**config.mk**
```make
export PLATFORM = sky130hd
export DESIGN_NAME = nv_nvdla_cacc_slcg_ctrl
export DESIGN_NICKNAME = d
export VERILOG_FILES = /design/src/rtl/nv_nvdla_cacc_slcg_pkg.sv /design/src/rtl/nv_nvdla_cacc_slcg_satcnt.sv /design/src/rtl/nv_nvdla_cacc_slcg_ctrl.sv
export SDC_FILE = /design/constraint.sdc
export NUM_CORES = 1
export LEC_CHECK = 0
export ABC_AREA = 1
export CAP_MARGIN = 15
export CELL_PAD_IN_SITES_DETAIL_PLACEMENT = 1
export CELL_PAD_IN_SITES_GLOBAL_PLACEMENT = 1
export CORE_MARGIN = 1
export CORE_UTILIZATION = 34
export CTS_CLUSTER_DIAMETER = 60
export DETAILED_ROUTE_END_ITERATION = 12
export GPL_TIMING_DRIVEN = 0
export PLACE_DENSITY_LB_ADDON = 0.12
export SLEW_MARGIN = 20
export SYNTH_ARGS = -nofsm -noshare
export SYNTH_HDL_FRONTEND = slang
export SYNTH_SLANG_ARGS = --single-unit
export TNS_END_PERCENT = 30
```
**constraint.sdc**
```tcl
create_clock -name nvdla_core_clk -period 1.54 [get_ports nvdla_core_clk]
set_clock_uncertainty 0.1 [all_clocks]
set_input_delay 0.231 -clock nvdla_core_clk [delete_from_list [all_inputs] [get_ports nvdla_core_clk]]
set_output_delay 0.231 -clock nvdla_core_clk [all_outputs]
set_load 0.02 [all_outputs]
```
**src/rtl/nv_nvdla_cacc_slcg_pkg.sv**
```systemverilog
// Shared types and defaults for the CACC second-level clock-gating controller.
package nv_nvdla_cacc_slcg_pkg;

   // State encodings as seen on slcg_state
   localparam logic [1:0] SLCG_RUN   = 2'd0;
   localparam logic [1:0] SLCG_HOLD  = 2'd1;
   localparam logic [1:0] SLCG_GATED = 2'd2;
   localparam logic [1:0] SLCG_WAKE  = 2'd3;

   // Default timing and counter widths
   localparam int unsigned IDLE_HYST_DEF = 16;
   localparam int unsigned WAKE_DLY_DEF  = 2;
   localparam int unsigned CNT_W_DEF     = 16;
   localparam int unsigned HCNT_W        = 8;

   typedef enum logic [1:0] {
      ST_RUN   = SLCG_RUN,
      ST_HOLD  = SLCG_HOLD,
      ST_GATED = SLCG_GATED,
      ST_WAKE  = SLCG_WAKE
   } slcg_state_e;

endpackage

```
**src/rtl/nv_nvdla_cacc_slcg_satcnt.sv**
```systemverilog
// Saturating up-counter with synchronous clear taking priority over increment.
module nv_nvdla_cacc_slcg_satcnt #(
   parameter int unsigned CNT_W = 16
) (
   input  logic             clk,
   input  logic             rst,
   input  logic             inc,
   input  logic             clr,
   output logic [CNT_W-1:0] cnt
);

   // Count up, hold at all-ones, clear wins
   always_ff @(posedge clk or posedge rst) begin
      if (rst) begin
         cnt <= '0;
      end else if (clr) begin
         cnt <= '0;
      end else if (inc && (cnt != '1)) begin
         cnt <= cnt + CNT_W'(1);
      end
   end

endmodule

```
**src/rtl/nv_nvdla_cacc_slcg_ctrl.sv**
```systemverilog
// SLCG sequencer for the CACC core clock: idle hysteresis, overrides, wake settle.
module nv_nvdla_cacc_slcg_ctrl
   import nv_nvdla_cacc_slcg_pkg::*;
#(
   parameter int unsigned IDLE_HYST = IDLE_HYST_DEF,
   parameter int unsigned WAKE_DLY  = WAKE_DLY_DEF,
   parameter int unsigned CNT_W     = CNT_W_DEF
) (
   input  logic             nvdla_core_clk,
   input  logic             nvdla_core_rst,
   input  logic             slcg_en_src_0,
   input  logic             slcg_en_src_1,
   input  logic             wake_req,
   input  logic             dla_clk_ovr_on_sync,
   input  logic             global_clk_ovr_on_sync,
   input  logic             tmc2slcg_disable_clock_gating,
   input  logic             gated_cnt_clr,
   output logic             clk_en,
   output logic             slcg_ready,
   output logic [1:0]       slcg_state,
   output logic [CNT_W-1:0] gated_cnt
);

   localparam logic [HCNT_W-1:0] HYST_LD = HCNT_W'(IDLE_HYST - 1);
   localparam logic [HCNT_W-1:0] WAKE_LD = HCNT_W'(WAKE_DLY - 1);

   slcg_state_e       state;
   slcg_state_e       state_nxt;
   logic [HCNT_W-1:0] cnt;
   logic [HCNT_W-1:0] cnt_nxt;
   logic              ovr;
   logic              allow;

   assign ovr   = dla_clk_ovr_on_sync | global_clk_ovr_on_sync | tmc2slcg_disable_clock_gating;
   assign allow = slcg_en_src_0 & slcg_en_src_1 & ~ovr & ~wake_req;

   // Next-state and hysteresis/settle counter decode
   always_comb begin
      state_nxt = state;
      cnt_nxt   = cnt;
      case (state)
         ST_RUN: begin
            if (allow) begin
               state_nxt = ST_HOLD;
               cnt_nxt   = HYST_LD;
            end
         end
         ST_HOLD: begin
            if (!allow) begin
               state_nxt = ST_RUN;
            end else if (cnt == '0) begin
               state_nxt = ST_GATED;
            end else begin
               cnt_nxt = cnt - HCNT_W'(1);
            end
         end
         ST_GATED: begin
            if (!allow) begin
               state_nxt = ST_WAKE;
               cnt_nxt   = WAKE_LD;
            end
         end
         ST_WAKE: begin
            // Settle interval runs to completion regardless of allow
            if (cnt == '0) begin
               state_nxt = ST_RUN;
            end else begin
               cnt_nxt = cnt - HCNT_W'(1);
            end
         end
         default: begin
            state_nxt = ST_RUN;
            cnt_nxt   = '0;
         end
      endcase
   end

   // State, counter and Moore outputs registered together
   always_ff @(posedge nvdla_core_clk or posedge nvdla_core_rst) begin
      if (nvdla_core_rst) begin
         state      <= ST_RUN;
         cnt        <= '0;
         clk_en     <= 1'b1;
         slcg_ready <= 1'b1;
      end else begin
         state      <= state_nxt;
         cnt        <= cnt_nxt;
         clk_en     <= (state_nxt != ST_GATED);
         slcg_ready <= (state_nxt == ST_RUN) || (state_nxt == ST_HOLD);
      end
   end

   assign slcg_state = state;

   nv_nvdla_cacc_slcg_satcnt #(
      .CNT_W (CNT_W)
   ) u_gated_cnt (
      .clk (nvdla_core_clk),
      .rst (nvdla_core_rst),
      .inc (state == ST_GATED),
      .clr (gated_cnt_clr),
      .cnt (gated_cnt)
   );

endmodule

```
==> run_results.csv <==
group,metric,value,unit
synthesis,synth-edff-count,0,
status,violations,"setup timing",
synthesis,synthesis.instances,243,
synthesis,dominant_combinational_cell_family_by_area_after_synthesis,"simple AND/OR/NAND/NOR gates",
grt,grt_pass1_vias,1633,
critical_path,crit_path_cell_trace,"inv_2 > ha_4 > nand4_1 > or2_1 > nand2_4 > buf_8 > nand2_1 > o21ai_2",
clocking,clkSlewWorstSetupHoldPaths,100,ps
critical_path,timing.critical_path.slowest_stage_cell,"sky130_fd_sc_hd__dfrtp_1",
route,routed-via-count,1779,
placed_design,place_congestion,0.820,
placed_design,place.detailed.instances,338,
route,via_per_inst,4.86,
clocking,tritoncts_buffer_count,3,
route,remaining_drc_errors,0,
sta,final-setup-viol-count,22,
sta,post-route-period-util,109,%
critical_path,rr_worst_depth,8,
critical_path,critical_path_depth,8,
synthesis,synth-xor-area-share,3.01,%
floorplan,floorplan.die.width,73.7,µm
clocking,clk_latency,280,ps
synthesis,ys.warnings.count,0,
placed_design,numPortBuffers,28,
synthesis,synth_compound_area_share,6.51,%
clocking,tritoncts,"yes",
finish,layout.nets,312,
synthesis,syn_nets,255,
finish,commonest_non_fill_non_tap_cell_in_the_layout,"sky130_fd_sc_hd__nand2_1",
floorplan,fp.coreArea,4850,µm²
power_and_ir_drop,total_leakage_power,1.23,nW
synthesis,synth_simple_gate_area_share,39.9,%
critical_path,r2r_setup_slack,-140,ps
floorplan,num_io_pins,29,
sta,slew_viol_final,0,
finish,mostFrequentLayoutCells,"sky130_fd_sc_hd__nand2_1, sky130_fd_sc_hd__nor2_1, sky130_fd_sc_hd__buf_4, sky130_fd_sc_hd__inv_1, sky130_fd_sc_hd__dlygate4sd2_1",
floorplan,chipHeight,73.7,µm
grt,global_route.usage.met2,29.2,%
clocking,clock_sink_count,28,
finish,multi_input_area,1020,µm²
synthesis,ys_seq_elements,28,
hold_path,hold_class,"input pin to async pin",
synthesis,yosys.cell_types.count,28,
sta,rsz_0062_raised_after_global_routing,"true",
power_and_ir_drop,power.ir.vdd_worst,598,µV
grt,gr_layer_usage_met3,2.19,%
sta,timing.final.hold_violations,0,
critical_path,required_time_reported_for_the_critical_path_endpoint,1660,ps
status,outcome,"complete, but fails checks",
grt,first_pass_grt_wire_length,7.86,mm
synthesis,synthAdderAreaFrac,2.15,%
sta,final.setup.worst_slack,-136,ps
critical_path,critical_path.startpoint,"cnt[1]$_DFFE_PP0P_",
route,drt-wirelength-per-cell,14.9,µm
grt,grt_busiest_layer,"met2",
synthesis,post_synth_instance_area,1750,µm²
job,cap_violations,0,
synthesis,asyncSetResetFlopFracSynth,100,%
grt,antenna_found_initial,0,
power_and_ir_drop,p_per_area,1120,nW/µm²
finish,num_antenna_cells,0,
clocking,cts_htree_levels,1,
route,initialDrtViolationCount,48,
finish,ff_latch_area,719,µm²
sta,max-slew-margin-rel,59.2,%
floorplan,fp.dieArea,5430,µm²
floorplan,initial_utilization,36.1,%
synthesis,ys_dominant_reg_cell,"sky130_fd_sc_hd__dfrtp_1",
clocking,clock_tree.root_cell,"sky130_fd_sc_hd__clkbuf_8",
finish,layout-drive-gt1-share,30.4,%
grt,grtUsageMet1,28.3,%
critical_path,criticalPathCategory,"flip-flop to flip-flop",
critical_path,setup.worst_path.start_class,"flip-flop",
grt,grt-ovfl-total,0,
critical_path,worstSetupEndpointType,"flip-flop",
synthesis,muxShareOfSynthArea,0,%
finish,area_growth,43.2,%
finish,post_layout_nonfiller_instances,366,
sta,max_clock_freq,0.597,GHz
grt,pin_count_of_the_biggest_net_entering_global_routing,29,
floorplan,row_count,25,
grt,global_route.usage.total,19.2,%
route,antenna_left,0,
critical_path,crit_reg_reg_endpoint,"cnt[1]$_DFFE_PP0P_",
route,detailedRoute.firstPassIterationCount,4,
finish,filler_cell_count,608,
placed_design,place_hpwl,3.52,mm
synthesis,synth.yosys.seq_area_share,40.2,%
synthesis,syn_area_per_cell,7.19,µm²
sta,period_needed,1680,ps
critical_path,critical_path.max_fanout,7,
sta,max_slew.worst_pin.slew,611,ps
critical_path,critical_path_arrival,1790,ps
clocking,holdBufCountCts,0,
critical_path,crit_family,"simple AND/OR/NAND/NOR gates",
clocking,cts.path.max_buffers,2,
critical_path,r2r-start,"cnt[1]$_DFFE_PP0P_",
critical_path,cp.buffers_inverters,2,
route,route.final.wire_length,5.44,mm
critical_path,critical_path.max_stage_delay,430,ps
placed_design,place_ws,-358,ps
[flip-flops by register name, summed over array words and instances, names as in the netlist]
register / flops
clk_en: 1
cnt: 8
u_gated_cnt.cnt: 16
slcg_state: 2
slcg_ready: 1
[synthesized netlist by cell type, types with 2 or more instances]
| cell | n | area (µm²) |
|---|---|---|
| sky130_fd_sc_hd__nand2_2 | 2 | 12.5 |
| sky130_fd_sc_hd__o21ai_1 | 5 | 25.0 |
| sky130_fd_sc_hd__nor2_4 | 2 | 22.5 |
| sky130_fd_sc_hd__inv_1 | 23 | 86.3 |
| sky130_fd_sc_hd__nor2_1 | 32 | 120 |
| sky130_fd_sc_hd__or2_2 | 2 | 12.5 |
| sky130_fd_sc_hd__ha_1 | 3 | 37.5 |
| sky130_fd_sc_hd__a21oi_1 | 2 | 10.0 |
| sky130_fd_sc_hd__nor2_2 | 2 | 12.5 |
| sky130_fd_sc_hd__o21ai_2 | 5 | 43.8 |
| sky130_fd_sc_hd__inv_2 | 4 | 15.0 |
| sky130_fd_sc_hd__nand2_1 | 79 | 297 |
| sky130_fd_sc_hd__dfstp_2 | 2 | 52.6 |
| sky130_fd_sc_hd__o21bai_1 | 2 | 15.0 |
| sky130_fd_sc_hd__dfrtp_1 | 26 | 651 |
| sky130_fd_sc_hd__xor2_1 | 6 | 52.6 |
| sky130_fd_sc_hd__nand3_1 | 18 | 90.1 |
| sky130_fd_sc_hd__nand3_2 | 2 | 20.0 |
| sky130_fd_sc_hd__o21ai_0 | 4 | 20.0 |
| sky130_fd_sc_hd__nand4_1 | 14 | 87.6 |
[worst max-delay path by stage]
stage	to	slack, ps
2_1_floorplan	cnt[2]$_DFFE_PP0P_	-3
3_3_place_gp	u_gated_cnt.cnt[11]$_DFFE_PP0P_	-350
3_5_place_dp	u_gated_cnt.cnt[11]$_DFFE_PP0P_	-360
4_1_cts	u_gated_cnt.cnt[15]$_DFFE_PP0P_	-100
5_1_grt	cnt[1]$_DFFE_PP0P_	-170
6_report	cnt[1]$_DFFE_PP0P_	-140
[where the power goes]
part | total, mW | switching (mW) | internal (mW)
logic | 1.31 | 0.768 | 0.542
clock network | 0.477 | 0.247 | 0.230
registers | 1.01 | 0.144 | 0.871
total | 2.80 | 1.16 | 1.64
[through the flow]
stage / TNS [ps] / cell area [µm²] / util [%] / hold slack [ps] / total power, mW
after floorplan: -4.02 / 1770 / - / 195 / 1.72
after CTS: -1490 / 2180 / 45.1 / 254 / 2.50
after detailed placement: -4770 / 2140 / 44.1 / 373 / 2.04
after global placement: -10520 / 2140 / 44.1 / 370 / 2.00
after global routing: -2680 / 2500 / 51.6 / 315 / 2.98
final: -1030 / 2500 / 51.6 / 231 / 2.80
[kinds of logic (layout without fill, tap and decap cells)]
| group | after synthesis | in the layout |
|---|---|---|
| buffers and inverters | 32 | 88 |
| XOR/XNOR | 6 | 6 |
| flip-flops | 28 | 28 |
| adder cells (fa/ha/maj) | 3 | 3 |
| AND/OR/NAND/NOR | 156 | 156 |
| AO/OA/AOI/OAI | 18 | 18 |
[cell type report]
cell class,count,share of cell area [%]
well taps,67,3.35
multi-input cells,183,40.6
inverters,27,4.15
plain buffers,5,2.15
clock buffers,4,2.20
flip-flops and latches,28,28.7
repair buffers,52,18.8
[timing repair]
action / CTS / global route
setup endpoints to repair: 42 / 26
gates resized for setup: 26 / 42
gates cloned: 0 / 2
pin swaps: 1 / 8
setup buffers: 0 / 22
[metal layers]
metal	part of all wire (%)	up-vias
met5	0	-
met4	1.2	0
met3	3.3	5
met2	47	36
met1	49	850
li1	-	888
(Power assumes the default switching activity.)
